===== src/rtl/mf_nco_pkg.sv =====
`default_nettype none
// ============================================================================
// Module   : mf_nco_pkg
// Brief    : Shared types, defaults and helpers for the NCO clock-enable block.
// Revision : 1.0 - initial release
// ============================================================================
package mf_nco_pkg;

    localparam int c_NUM_CH_DEF   = 5;
    localparam int c_ACC_W_DEF    = 32;
    localparam int c_LOCK_CYC_DEF = 256;

    typedef enum logic [1:0] {
        UNCFG  = 2'd0,
        ALIGN  = 2'd1,
        SETTLE = 2'd2,
        LOCKED = 2'd3
    } nco_state_t;

    // Channel-select width; a single channel still gets a 1-bit select.
    function automatic int idx_w(input int n);
        return (n > 1) ? $clog2(n) : 1;
    endfunction

endpackage
`default_nettype wire


===== src/rtl/mf_nco_channel.sv =====
`default_nettype none
// ============================================================================
// Module   : mf_nco_channel
// Brief    : One NCO channel: shadow inc/phase, active accumulator, wrap CE.
// Revision : 1.0 - initial release
// ============================================================================
module mf_nco_channel
    import mf_nco_pkg::*;
#(
    parameter int ACC_W = c_ACC_W_DEF
) (
    input  logic             clk,
    input  logic             rst,
    input  logic             i_wr,
    input  logic [ACC_W-1:0] i_inc,
    input  logic [ACC_W-1:0] i_phase,
    input  logic             i_load,
    output logic             o_ce,
    output logic             o_msb
);

    logic [ACC_W-1:0] r_sh_inc;
    logic [ACC_W-1:0] r_sh_phase;
    logic [ACC_W-1:0] r_inc;
    logic [ACC_W-1:0] r_acc;
    logic             r_ce;
    logic [ACC_W:0]   w_sum;

    assign w_sum = {1'b0, r_acc} + {1'b0, r_inc};

    always_ff @(posedge clk) begin
        if (rst) begin
            r_sh_inc   <= '0;
            r_sh_phase <= '0;
            r_inc      <= '0;
            r_acc      <= '0;
            r_ce       <= 1'b0;
        end else begin
            if (i_wr) begin
                r_sh_inc   <= i_inc;
                r_sh_phase <= i_phase;
            end
            // Realign replaces the accumulate for this edge and suppresses any wrap.
            if (i_load) begin
                r_inc <= r_sh_inc;
                r_acc <= r_sh_phase;
                r_ce  <= 1'b0;
            end else begin
                r_acc <= w_sum[ACC_W-1:0];
                r_ce  <= w_sum[ACC_W];
            end
        end
    end

    assign o_ce  = r_ce;
    assign o_msb = r_acc[ACC_W-1];

endmodule
`default_nettype wire


===== src/rtl/mf_nco_clkgen.sv =====
`default_nettype none
// ============================================================================
// Module   : mf_nco_clkgen
// Brief    : Multi-channel fractional clock-enable generator with atomic realign.
// Revision : 1.0 - initial release
// ============================================================================
module mf_nco_clkgen
    import mf_nco_pkg::*;
#(
    parameter int NUM_CH   = c_NUM_CH_DEF,
    parameter int ACC_W    = c_ACC_W_DEF,
    parameter int LOCK_CYC = c_LOCK_CYC_DEF
) (
    input  logic                     refclk,
    input  logic                     rst,
    input  logic                     cfg_valid,
    output logic                     cfg_ready,
    input  logic [idx_w(NUM_CH)-1:0] cfg_ch,
    input  logic [ACC_W-1:0]         cfg_inc,
    input  logic [ACC_W-1:0]         cfg_phase,
    input  logic                     cfg_apply,
    output logic                     cfg_err,
    output logic [NUM_CH-1:0]        ce_out,
    output logic [NUM_CH-1:0]        clk_out,
    output logic                     locked
);

    localparam int              c_CH_W     = idx_w(NUM_CH);
    localparam int              c_CNT_W    = (LOCK_CYC > 1) ? $clog2(LOCK_CYC) : 1;
    localparam logic [c_CH_W:0] c_NUM_CH   = (c_CH_W + 1)'(NUM_CH);
    localparam logic [c_CNT_W-1:0] c_CNT_LAST = c_CNT_W'(LOCK_CYC - 1);

    nco_state_t         r_state;
    logic [c_CNT_W-1:0] r_cnt;
    logic               r_err;
    logic               r_locked;

    logic w_wr_acc;
    logic w_oor;
    logic w_load;

    assign cfg_ready = ~rst & (r_state != ALIGN);
    assign w_wr_acc  = cfg_valid & cfg_ready;
    assign w_oor     = ({1'b0, cfg_ch} >= c_NUM_CH);
    assign w_load    = (r_state == ALIGN);

    always_ff @(posedge refclk) begin
        if (rst) begin
            r_state  <= UNCFG;
            r_cnt    <= '0;
            r_err    <= 1'b0;
            r_locked <= 1'b0;
        end else begin
            r_err <= w_wr_acc & w_oor;
            // ALIGN always lasts exactly one cycle, so an apply seen there is dropped.
            if (r_state == ALIGN) begin
                r_state  <= SETTLE;
                r_cnt    <= '0;
                r_locked <= 1'b0;
            end else if (cfg_apply) begin
                r_state  <= ALIGN;
                r_locked <= 1'b0;
            end else if (r_state == SETTLE) begin
                if (r_cnt == c_CNT_LAST) begin
                    r_state  <= LOCKED;
                    r_locked <= 1'b1;
                end else begin
                    r_cnt <= r_cnt + c_CNT_W'(1);
                end
            end
        end
    end

    assign cfg_err = r_err;
    assign locked  = r_locked;

    for (genvar i = 0; i < NUM_CH; i++) begin : g_ch
        mf_nco_channel #(
            .ACC_W (ACC_W)
        ) u_ch (
            .clk     (refclk),
            .rst     (rst),
            .i_wr    (w_wr_acc & (cfg_ch == c_CH_W'(i))),
            .i_inc   (cfg_inc),
            .i_phase (cfg_phase),
            .i_load  (w_load),
            .o_ce    (ce_out[i]),
            .o_msb   (clk_out[i])
        );
    end

endmodule
`default_nettype wire


===== config.mk =====
export PLATFORM = sky130hd
export DESIGN_NAME = mf_nco_clkgen
export DESIGN_NICKNAME = d
export VERILOG_FILES = /design/src/rtl/mf_nco_pkg.sv /design/src/rtl/mf_nco_channel.sv /design/src/rtl/mf_nco_clkgen.sv
export SDC_FILE = /design/constraint.sdc
export NUM_CORES = 2
export LEC_CHECK = 0
export BUFFER_PORTS_ARGS = -buffer_cell sky130_fd_sc_hd__buf_4
export CORE_ASPECT_RATIO = 0.6
export CORE_MARGIN = 1.5
export CORE_UTILIZATION = 50
export CTS_BUF_LIST = sky130_fd_sc_hd__clkbuf_8
export CTS_CLUSTER_SIZE = 20
export DETAILED_ROUTE_END_ITERATION = 8
export GPL_TIMING_DRIVEN = 0
export PLACE_DENSITY = 0.67
export SYNTH_ARGS = -nofsm -noshare
export SYNTH_HDL_FRONTEND = slang
export SYNTH_SLANG_ARGS = --single-unit

===== constraint.sdc =====
create_clock -name refclk -period 2.6 [get_ports refclk]
set_input_delay 0.52 -clock refclk [delete_from_list [all_inputs] [get_ports refclk]]
set_output_delay 0.52 -clock refclk [all_outputs]
set_load 0.02 [all_outputs]

==> parameters.txt <==
Parameter                              Value

Synthesis
  Count of flip-flops with a built-in enable after synthesis ... 0
  Post-synthesis instance area ... 30050 um2
  Count of unique library cells instantiated by Yosys ... 71
  Most numerous cell in the Yosys netlist ... sky130_fd_sc_hd__nand2_1
  Gate Count Post-Synth ... 3880
  Syn Area/Cell ... 7.746 um2
  Most area-consuming cells after synthesis ... sky130_fd_sc_hd__dfxtp_1 44%, sky130_fd_sc_hd__nand2_1 16%, sky130_fd_sc_hd__a21oi_1 12%
  Post-synth top cells ... 1248 x sky130_fd_sc_hd__nand2_1, 710 x sky130_fd_sc_hd__a21oi_1, 657 x sky130_fd_sc_hd__dfxtp_1
  Cell accounting for the most synthesized area ... sky130_fd_sc_hd__dfxtp_1
  Share of flip-flops with an asynchronous set or reset ... 0%
  Share of the synthesized area in the top cell type ... 43.77%
  Number of flip-flops and latches in the synthesized netlist ... 657
  Post-Synthesis Net Count ... 4117
  Sequential-to-total area share from yosys stat ... 43.77%
  Ys Warns ... 0
  Dominant synthesized flop cell ... sky130_fd_sc_hd__dfxtp_1

Clock tree
  Worst-case clock buffer depth ... 3
  CTS Sinks ... 657
  Root buffer cell ... sky130_fd_sc_hd__clkbuf_8
  TritonCTS buffer count ... 96
  Worst skew pair latency ... 0.72 ns
  Clock transition time at the flip-flop clock pins of the worst setup and hold paths ... 0.07 ns
  TritonCTS clock tree ... built
  # H-tree levels ... 3

Placement
  Final weighted congestion in routability-driven placement ... 0.9752
  Pre-CTS setup slack ... -1.052 ns
  Placed wire-length estimate ... 79.98 mm
  Placed insts ... 4742
  Total of buffers placed on input and output ports ... 80

Die
  Width of the chip ... 319.5 um
  Std-Cell Core Area ... 59310 um2
  Starting density of the core ... 50.67%
  FP Rows ... 69
  Die span in y ... 192.9 um
  Die Footprint ... 61630 um2
  Num ports ... 84

STA
  Period utilization ... 111.9%
  Tightest hold margin ... 0.1139 ns
  Setup violations, final ... 49
  Fin Clk Skew ... 0.04015 ns
  Number of failing hold endpoints at the final stage ... 0
  Shortest period the worst path allows ... 2.911 ns
  Worst max-slew margin expressed relative to the limit ... -7.032%
  Setup repair after global routing missed its margin ... true
  Worst path setup slack after routing ... -0.3107 ns
  Number of max-slew violations in the final report ... 11
  Achievable clock frequency ... 0.3436 GHz
  Actual slew at the worst max-slew pin ... 1.605 ns
  Sum of negative setup slack ... -4.674 ns

Final layout
  Share of final-layout standard cells stronger than drive strength 1 ... 15.16%
  Layout overhead on the synthesized area ... 20.72%
  Final net count ... 4384
  Final cell count without fillers ... 5008

Power and ir drop
  Peak ir drop on the vdd network ... 420.9 uV
  Leakage power of the design ... 13.81 nW
  P per Cell Area ... 561.0 nW/um2
  Switching pwr ... 5.382 mW
  Share of power burned in registers ... 50.2%
  Switching Share ... 26.44%
  P_int ... 14.97 mW
  Clock share of power ... 43.0%
  Comb pwr share ... 6.8%

Run
  Max capacitance violation total ... 1

Drt
  Total wire length ... 115.1 mm
  Detailed-routing iteration count for the pre-antenna-repair pass ... 9
  Drt drc ... 0
  Antenna Violating Nets Remaining ... 0
  Number of vias per cell after detailed routing ... 5.887
  Post-DR wirelength/cell ... 22.97 um
  Vias ... 29480
  Initial drt markers ... 4253

Outcome
  Run status ... complete, but fails checks
  Violations in the final reports ... max-capacitance violations, max-slew violations, negative setup slack

GRT
  Via count of the first global-routing pass ... 25620
  Pin count of the biggest net entering global routing ... 13
  GRT Residual Overflow ... 0
  Global-route wire length before repair ... 164.1 mm
  Antenna violations before repair ... 9
  Overall fraction of global-route tracks in use ... 35.93%

Setup path
  Critical-path maximum fanout ... 4
  Required @ worst endpoint ... 3.21 ns
  Setup crit end kind ... flip-flop
  Kind of critical path ... flip-flop to flip-flop
  Startpoint types ... flip-flop
  Data arrival time of the critical path ... 3.52 ns

Worst hold path
  Min-Delay Path Class ... input pin to flip-flop
sequential cells by signal, indices dropped and copies added, names as in the netlist:
signal and flops:
g_ch.u_ch.r_acc 160, r_state 2, g_ch.u_ch.r_sh_phase 160, g_ch.u_ch.r_sh_inc 160, r_cnt 8, cfg_err 1
g_ch.u_ch.r_inc 160, locked 1, g_ch.u_ch.o_ce 5
timing repair:
item | 4_1_cts | 5_1_grt
setup endpoints to repair | 455 | 232
endpoints found under the hold margin | 1 | 0
buffers inserted | 57 | 58
resized for setup | 234 | 207
pin swaps | 111 | 114
hold buffers | 1 | 0
cloned | 0 | 1
cell families after synthesis:
kind of cell,synth area share [%]
AOI/OAI and AO/OA,21.19
DFF,43.77
muxes,0.03331
xor gates and xnor gates,3.934
and+or+nand+nor,20.38
buffers and inverters,3.655
adders and majority gates,7.036
power by group through the flow:
stage	Sequential (mW)	Combinational (mW)	Clock [mW]
2_1_floorplan	10.4	0.530	0
3_3_place_gp	10.4	1.25	0
3_5_place_dp	10.4	1.26	0
4_1_cts	10.2	1.29	8.77
5_1_grt	10.2	1.41	9.27
6_report	10.2	1.39	8.75
routing by layer:
layer / vias to the layer above / wire length [um] / part of all wire (%) / track usage, %
met5: - / 85 / 0.074 / 0
met4: 10 / 4224 / 3.7 / 13.10
met3: 233 / 15910 / 14 / 11.92
met2: 1574 / 43490 / 38 / 46.99
met1: 13940 / 51350 / 45 / 53.55
li1: 13720 / - / - / -
stage by stage:
step | instance area (um2) | util (%) | total power, mW
after floorplan | 30110 | - | 10.95
after CTS | 35050 | 59.10 | 20.27
final | 36280 | 61.17 | 20.35
after detailed placement | 31700 | 53.45 | 11.69
after global placement | 31680 | 53.42 | 11.69
after global routing | 36260 | 61.14 | 20.89
layout by cell type, fill, tap and decap left out, types with 27 or more instances in the layout:
cell type / synthesis / routed
sky130_fd_sc_hd__a21oi_1: 710 / 665
sky130_fd_sc_hd__dfxtp_1: 657 / 634
sky130_fd_sc_hd__a21oi_2: 1 / 40
sky130_fd_sc_hd__o21ai_1: 8 / 50
sky130_fd_sc_hd__a21o_1: 95 / 95
sky130_fd_sc_hd__nand3_1: 36 / 29
sky130_fd_sc_hd__o21bai_1: 34 / 29
sky130_fd_sc_hd__nand4_1: 27 / 27
sky130_fd_sc_hd__buf_4: 10 / 176
sky130_fd_sc_hd__inv_1: 37 / 70
sky130_fd_sc_hd__nand2_1: 1248 / 1243
sky130_fd_sc_hd__clkbuf_1: 212 / 175
sky130_fd_sc_hd__xnor2_1: 79 / 69
sky130_fd_sc_hd__xor2_1: 56 / 54
sky130_fd_sc_hd__nor2_1: 93 / 78
sky130_fd_sc_hd__clkbuf_8: 0 / 116
sky130_fd_sc_hd__o21ai_0: 131 / 66
sky130_fd_sc_hd__ha_1: 161 / 124
layout make-up:
type / count / area [um2]
Timing Repair Buffer: 188 / 1505
Buffer: 221 / 948.4
Tap cell: 781 / 977.2
Multi-Input combinational cell: 2945 / 17520
Fill cell: 5410 / 23030
Clock buffer: 116 / 1597
Antenna cell: 6 / 15.01
Clock inverter: 56 / 377.9
Inverter: 38 / 150.1
Sequential cell: 657 / 13190
worst max-delay path, cell delays in order (launching register included):
cell	delay [ns]
sky130_fd_sc_hd__dfxtp_1	0.47
sky130_fd_sc_hd__ha_4	0.20
sky130_fd_sc_hd__a21oi_1	0.08
sky130_fd_sc_hd__o21ai_1	0.17
sky130_fd_sc_hd__nand3_1	0.17
sky130_fd_sc_hd__a31oi_4	0.26
sky130_fd_sc_hd__or3b_4	0.44
sky130_fd_sc_hd__nand3_4	0.11
sky130_fd_sc_hd__a31oi_4	0.09
sky130_fd_sc_hd__o31a_1	0.37
sky130_fd_sc_hd__nand2b_4	0.19
sky130_fd_sc_hd__a32o_1	0.24
final timing paths:
| check | endpoint | cells after the start | from | slack, ns |
|---|---|---|---|---|
| min reg2reg | g_ch[2].u_ch.r_acc[0]$_SDFF_PP0_ | 2 | g_ch[2].u_ch.r_sh_phase[0]$_SDFFE_PP0P_ | 0.43 |
| max reg2reg | g_ch[3].u_ch.r_acc[30]$_SDFF_PP0_ | 11 | g_ch[3].u_ch.r_inc[6]$_SDFFE_PP0P_ | -0.31 |
| min | g_ch[2].u_ch.r_sh_inc[31]$_SDFFE_PP0P_ | 3 | cfg_inc[31] | 0.11 |
| max | g_ch[3].u_ch.r_acc[30]$_SDFF_PP0_ | 11 | g_ch[3].u_ch.r_inc[6]$_SDFFE_PP0P_ | -0.31 |
No activity file was read; power rests on OpenSTA's default activity.
